<file path="config.mk">
export PLATFORM = sky130hd
export DESIGN_NAME = shift_sub_divider_flat
export DESIGN_NICKNAME = d
export VERILOG_FILES = /design/src/rtl/shift_sub_divider_if.sv /design/src/rtl/shift_sub_divider.sv /design/src/flat_wrapper.sv
export SDC_FILE = /design/constraint.sdc
export NUM_CORES = 1
export LEC_CHECK = 0
export ABC_AREA = 1
export CAP_MARGIN = 25
export CORE_UTILIZATION = 39
export CTS_CLUSTER_SIZE = 28
export DETAILED_ROUTE_END_ITERATION = 10
export DONT_BUFFER_PORTS = 1
export GPL_TIMING_DRIVEN = 0
export PLACE_DENSITY = 0.61
export SLEW_MARGIN = 20
export SYNTH_ARGS = -nofsm -noshare
export SYNTH_HDL_FRONTEND = slang
export SYNTH_SLANG_ARGS = --single-unit
</file>
<file path="constraint.sdc">
create_clock -name Clk -period 2.1 [get_ports Clk]
set_clock_uncertainty 0.1 [all_clocks]
set_input_delay 0.21 -clock Clk [delete_from_list [all_inputs] [get_ports Clk]]
set_output_delay 0.21 -clock Clk [all_outputs]
set_load 0.01 [all_outputs]
</file>
<file path="src/rtl/shift_sub_divider_if.sv">
// Operand/result bundle for the shift-subtract divider. The requester uses
// the master modport, and the divider uses the slave modport.
interface shift_sub_divider_if #(
  parameter int WIDTH = 4
);
  logic             Start;
  logic [WIDTH-1:0] Dividend;
  logic [WIDTH-1:0] Divisor;
  logic [WIDTH-1:0] Quotient;
  logic [WIDTH-1:0] Remainder;
  logic             Busy;
  logic             Done;
  logic             Div_By_Zero;

  modport master (
    output Start, Dividend, Divisor,
    input  Quotient, Remainder, Busy, Done, Div_By_Zero
  );

  modport slave (
    input  Start, Dividend, Divisor,
    output Quotient, Remainder, Busy, Done, Div_By_Zero
  );
endinterface

</file>
<file path="src/rtl/shift_sub_divider.sv">
// Unsigned restoring divider. It handles one quotient bit per clock, MSB first,
// and the latency is fixed at WIDTH steps. A zero divisor finishes at once.
module shift_sub_divider #(
  parameter int WIDTH = 4
) (
  input logic                Clk,
  input logic                Rst,
  shift_sub_divider_if.slave bus
);

  localparam int CW = (WIDTH > 1) ? $clog2(WIDTH) : 1;

  typedef enum logic [1:0] {IDLE, RUN, DONE} state_t;

  state_t           state, state_next;
  logic [CW-1:0]    count;
  logic [WIDTH-1:0] dvd;        // dividend bits shift out; quotient bits shift in
  logic [WIDTH-1:0] dvs;
  logic [WIDTH-1:0] rem;
  logic [WIDTH-1:0] quotient_q;
  logic [WIDTH-1:0] remainder_q;
  logic             dbz_q;

  logic             last_step;
  logic [WIDTH:0]   shifted;
  logic             fits;
  logic [WIDTH:0]   rem_step;
  logic [WIDTH-1:0] dvd_step;

  assign last_step = (count == CW'(WIDTH - 1));

  // The working partial remainder is one bit wider than the operands. This lets
  // the compare and the subtract see the bit shifted out of the top.
  assign shifted  = {rem, dvd[WIDTH-1]};
  assign fits     = (shifted >= {1'b0, dvs});
  assign rem_step = fits ? (shifted - {1'b0, dvs}) : shifted;
  assign dvd_step = {dvd[WIDTH-2:0], fits};

  // NOTE: sequential state uses non-blocking assignments, so every register
  // samples the values from before the edge, whatever the statement order.
  always_ff @(posedge Clk) begin
    if (Rst) state <= IDLE;
    else     state <= state_next;
  end

  // NOTE: every output of this block gets a default first, so no path can
  // leave it unassigned and infer a latch.
  always_comb begin
    state_next = state;
    case (state)
      IDLE:    if (bus.Start) state_next = (bus.Divisor == '0) ? DONE : RUN;
      RUN:     if (last_step) state_next = DONE;
      DONE:    state_next = IDLE;
      default: state_next = IDLE;
    endcase
  end

  // NOTE: all of these are flops, not a memory, so a synchronous clear is
  // cheap. The clear also gives the outputs a defined value after reset.
  always_ff @(posedge Clk) begin
    if (Rst) begin
      count       <= '0;
      dvd         <= '0;
      dvs         <= '0;
      rem         <= '0;
      quotient_q  <= '0;
      remainder_q <= '0;
      dbz_q       <= 1'b0;
    end else begin
      case (state)
        IDLE: begin
          if (bus.Start) begin
            dvd   <= bus.Dividend;
            dvs   <= bus.Divisor;
            rem   <= '0;
            count <= '0;
            if (bus.Divisor == '0) begin
              quotient_q  <= '1;
              remainder_q <= bus.Dividend;
              dbz_q       <= 1'b1;
            end
          end
        end
        RUN: begin
          rem   <= rem_step[WIDTH-1:0];
          dvd   <= dvd_step;
          count <= count + CW'(1);
          if (last_step) begin
            quotient_q  <= dvd_step;
            remainder_q <= rem_step[WIDTH-1:0];
            dbz_q       <= 1'b0;
          end
        end
        default: ;
      endcase
    end
  end

  assign bus.Busy        = (state == RUN);
  assign bus.Done        = (state == DONE);
  assign bus.Quotient    = quotient_q;
  assign bus.Remainder   = remainder_q;
  assign bus.Div_By_Zero = dbz_q;

endmodule

</file>
<file path="src/flat_wrapper.sv">
// flat-port wrapper written by rule: the top's interface ports become plain ports
module shift_sub_divider_flat 
#(
  parameter int WIDTH = 4
)
  (Clk, Rst, bus_Start, bus_Dividend, bus_Divisor, bus_Quotient, bus_Remainder, bus_Busy, bus_Done, bus_Div_By_Zero);
  shift_sub_divider_if #(.WIDTH(WIDTH)) bus_i ();
  input logic Clk;
  input logic Rst;
  input wire logic [$bits(bus_i.Start)-1:0] bus_Start;
  input wire logic [$bits(bus_i.Dividend)-1:0] bus_Dividend;
  input wire logic [$bits(bus_i.Divisor)-1:0] bus_Divisor;
  output wire logic [$bits(bus_i.Quotient)-1:0] bus_Quotient;
  output wire logic [$bits(bus_i.Remainder)-1:0] bus_Remainder;
  output wire logic [$bits(bus_i.Busy)-1:0] bus_Busy;
  output wire logic [$bits(bus_i.Done)-1:0] bus_Done;
  output wire logic [$bits(bus_i.Div_By_Zero)-1:0] bus_Div_By_Zero;
  assign bus_i.Start = bus_Start;
  assign bus_i.Dividend = bus_Dividend;
  assign bus_i.Divisor = bus_Divisor;
  assign bus_Quotient = bus_i.Quotient;
  assign bus_Remainder = bus_i.Remainder;
  assign bus_Busy = bus_i.Busy;
  assign bus_Done = bus_i.Done;
  assign bus_Div_By_Zero = bus_i.Div_By_Zero;
  shift_sub_divider #(.WIDTH(WIDTH)) u_core (.Clk(Clk), .Rst(Rst), .bus(bus_i));
endmodule
</file>
Word level (Yosys, flattened, before mapping)
Index checks and enable logic that the tools add are counted.
Word-level totals
  bits in registers: 25
  bits of input ports: 11
  output and inout port bits: 11
Operators by class
  add/sub/neg operators: 2
  magnitude comparators: 1
  equal/unequal tests: 6
  mux-type cells: 23
  reduce and logical (&&, ||, !) cells: 7
Operators by type and width (count)
  $mux 4: 9
  $pmux 4 s2: 4
  $mux 2: 4
  $pmux 2 s2: 2
  $reduce_and 2->1: 3
  $ge 5x4->1: 1
  $eq 2x2->1 const B: 2
  $logic_not 4->1: 1
  $ne 2x1->1 const B: 2
  $reduce_and 4->1: 1
  $sub 4x4->4: 1
  $mux 1: 3
  $add 2x1->2 const B: 1
  $eq 2x1->1 const B: 1
  $logic_not 2->1: 1
  $ne 2x2->1 const B: 1
  $pmux 1 s2: 1
  $reduce_bool 2->1: 1

Depth between registers and ports, before layout
  depth after elaboration: 4
  gate-level depth with buffers: 12
  mapped depth without buffers: 12

Least setup slack after synthesis
No wires, ideal clock.
  path kind: register -> register
  start: register u_core.dvd[3]
  end: register u_core.rem[2]
  setup time: 109 ps
  data arrival time: 1358 ps
  data required time: 1891 ps
  slack: 533 ps
  stages on the path, launching flop included: 10
  path buffers: 0
  period minus slack after synthesis: 1567 ps
  cell sequence: dfxtp_1 inv_1 ha_1 inv_1 fa_1 xor2_1 nand3_2 nand3_1 nand2_1 inv_1
Between the ends
  longest elaborated chain between the ends: 3
  elaborated cells on any way between the ends: 4
  those cells by class: 1 x add/sub; 1 x order compare; 2 x mux
RTL lines
  from (decl): RTL line shift_sub_divider.sv:17  | logic [WIDTH-1:0] dvd;
  from (signal assigned): RTL line shift_sub_divider.sv:73  | dvd <= bus.Dividend;
  from (signal assigned): RTL line shift_sub_divider.sv:86  | dvd <= dvd_step;
  $sub 4x4->4 or $ge 5x4->1 (tied branches): RTL line shift_sub_divider.sv:36, shift_sub_divider.sv:35
  $mux 4 (*): RTL line shift_sub_divider.sv:36  | assign rem_step = fits ? (shifted - {1'b0, dvs}) : shifted;
  $pmux 4 s2 (*): RTL line shift_sub_divider.sv:70  | case (state)
  to (signal assigned): RTL line shift_sub_divider.sv:85  | rem <= rem_step[WIDTH-1:0];
  to (decl): RTL line shift_sub_divider.sv:19  | logic [WIDTH-1:0] rem;
Every way passes the cells marked *; elsewhere a longest branch is shown, timed or not.
A chain may end at the register's enable or synchronous reset.

Worst setup path in the final report
Ends and elaborated chain as after synthesis.

==> run metrics <==
fmax=around 0.59 GHz; top sig layer=met4; clk sink count=25; Worst Tran Pin Value=~420 ps; die area=roughly 3500 um^2; number of CTS-inserted buffers=3; Die Span X=59.4 um; CTS tree=built; WL met1=roughly 1.3 mm; critical path class=register to register; vias in the first global route=between 1000 and 1500; Rel. slew slack=between 70% and 80%; largest net degree at the start of global routing=15; max-slew violation count=0; core area=around 3000 um^2; Sum Neg Setup Slack=0 ps; P_sw=445 uW; RSZ-0062 raised after global routing=no; Overall Global Routing Usage=between 10% and 20%; Worst setup EP type=register; EDFF count, synth=0; DP Worst Slack=roughly 420 ps; count leader, synth=nand2_1; post_cts resized=0; post-DP HPWL=between 2 and 2.5 mm; nets@finish=between 200 and 250; Power Total=1190 uW; post-layout minimum cycle time=1700 ps; Crit path arrival time=around 1800 ps; H-tree depth=1; hold_sp=bus_Dividend[3]; Synth top area share=around two fifths; PortBufs=0; crit path from=u_core.dvd[3]; DRT antenna net count=0; # DRC=0; Synth cell types=28; P&R area growth vs syn=12.7%; run status=finished, final reports clean; Max Fanout on Critical Path=3; clk root buf=clkbuf_4; max_cap viols=0; Comb power frac=about 33%; syn avg cell area=7.51 um^2; part of the power in the clock network=about 18%; antenna violations before repair=0; cells after synthesis=171; vias per cell=~5; Synth area leaders=dfxtp_1, nand2_1, nor2_1, nand3_1, inv_1; final instance area=1450 um^2; worst vdd ir=574 uV; Critical Path Source Type=register; final hold viol count=0; synthesized area=between 1000 and 1500 um^2; DRT iter0 DRCs=50; Final WS setup=around 400 ps; Leakage=around 0.00067 uW; synth warn=0; Hold Crit Class=input port to register; vias=1133; Post-DP Area=about 1300 um^2; area of the multi-input gates=approximately 640 um^2; met3 WL post-DR=about 170 um; Die Y=approximately 60 um; Syn Nets=approximately 190; area taken by flip-flops and latches=around 500 um^2; final setup fails=0; crit share post-route=between 80 and 90%; Synth area leader=dfxtp_1; row cnt=20; top_reg_cell synth=dfxtp_1; post-DR wirelength/cell=~12 um; Worst R2R Start=u_core.dvd[3]; GR Overflow Total=0; Crit path required time=roughly 2200 ps; top post-synthesis cells by count=nand2_1, dfxtp_1, nor2_1; Sequential Power Share=48.8%; proportion of layout cells with a drive suffix above 1=approximately 14%; Net Sw Frac=37.3%; worst-case clock buffer depth=2; Seq/Total Area, Yosys=39.0%; first-pass GRT wire length=around 4.7 mm; async set-reset flop share out of synthesis=0%; pwr/cell area=between 800 and 900 nW/um^2; met2 WL post-DR=around 1.3 mm; internal power=between 700 and 800 uW; diode count=0; Worst-path clk slew=130 ps; Placer Congestion=about 0.81; drt total wl=around 2.8 mm; Clock Latency Late Sink=~320 ps; final hold slack=roughly 19 ps; first drt pass iteration count=4; number of I/O pins=22; count of state elements after synthesis=25; # fillers=roughly 340; initial core utilization=41.7%
cell usage in the layout (no fill, tap or decap):
cell / count
a31oi_1: 3
nand2_1: 31
inv_6: 1
nand3_2: 4
buf_2: 3
ha_1: 5
dlygate4sd3_1: 8
clkinv_1: 1
nor2_1: 21
dfxtp_1: 25
clkinv_8: 1
nand3_1: 14
o21a_1: 1
buf_8: 1
inv_1: 18
buf_6: 1
nand4_1: 4
o21ai_1: 7
a21oi_1: 13
a21oi_2: 1
nand2_4: 2
o21ai_2: 1
inv_2: 2
o21ai_0: 4
clkinv_2: 1
nor2_2: 2
fa_1: 1
nand2_2: 2
clkbuf_4: 3
nor3_1: 1
xor2_1: 1
area by class of cell:
| cell class | count | area share [%] |
|---|---|---|
| Timing Repair Buffer | 8 | 5.54 |
| Clock buffer | 3 | 1.56 |
| Inverter | 23 | 7.18 |
| Sequential cell | 25 | 34.6 |
| Buffer | 5 | 2.85 |
| Multi-Input combinational cell | 118 | 44.1 |
| Tap cell | 44 | 3.81 |
| Clock inverter | 1 | 0.346 |
sequential cells by signal (all words and copies together) (netlist names):
name and count:
u_core.bus.Div_By_Zero 1, u_core.dvd 4, u_core.state 2, u_core.count 2
u_core.bus.Quotient 4, u_core.rem 4, u_core.dvs 4, u_core.bus.Remainder 4
path summary, 6_finish.rpt:
path              cells past startpoint  slack [ps]                       to
hold / removal                        4          20  u_core.bus.Remainder[3]
hold reg to reg                       1         380          u_core.count[0]
setup reg to reg                      9         400            u_core.rem[2]
setup / recovery                      9         400            u_core.rem[2]
timing repair:
action,4_1_cts,5_1_grt
hold buffers,8,0
buffers inserted,0,0
hold endpoints to repair,8,0
worst max-delay path: stages (launching register included):
cell and delay, ps:
dfxtp_1 360, inv_1 70, ha_1 150, inv_1 70, fa_1 440, xor2_1 180, nand3_2 90, nand3_1 70
nand2_1 60, inv_1 30
cells by family (layout without fill, tap and decap cells):
group,after synthesis,in the layout,share of synthesized area [%]
XOR/XNOR,1,1,0.682
flip-flops,25,25,39.0
buffers and inverters,28,40,11.3
AND/OR/NAND/NOR,81,81,29.8
adder cells (fa/ha/maj),6,6,6.43
AO/OA/AOI/OAI,30,30,12.8
power by group through the flow:
stage	logic, uW	registers, uW	clock network [uW]
4_1_cts	397	584	224
3_5_place_dp	383	594	0
5_1_grt	448	592	247
6_report	396	583	215
3_3_place_gp	370	592	0
2_1_floorplan	317	584	0
through the flow:
| stage | instances | util (%) |
|---|---|---|
| finish | 227 | 47.0 |
| global route | 227 | 47.0 |
| CTS | 227 | 47.0 |
| detailed placement | 215 | 43.5 |
| global placement | 215 | 43.5 |
| floorplan | 171 | - |
metal layers:
metal / GRT usage (%) / vias to the layer above
li1: - / 580
met4: 3.74 / 0
met1: 22.6 / 518
met3: 4.80 / 2
met5: 0 / -
met2: 30.2 / 33
(Power assumes the default switching activity.)
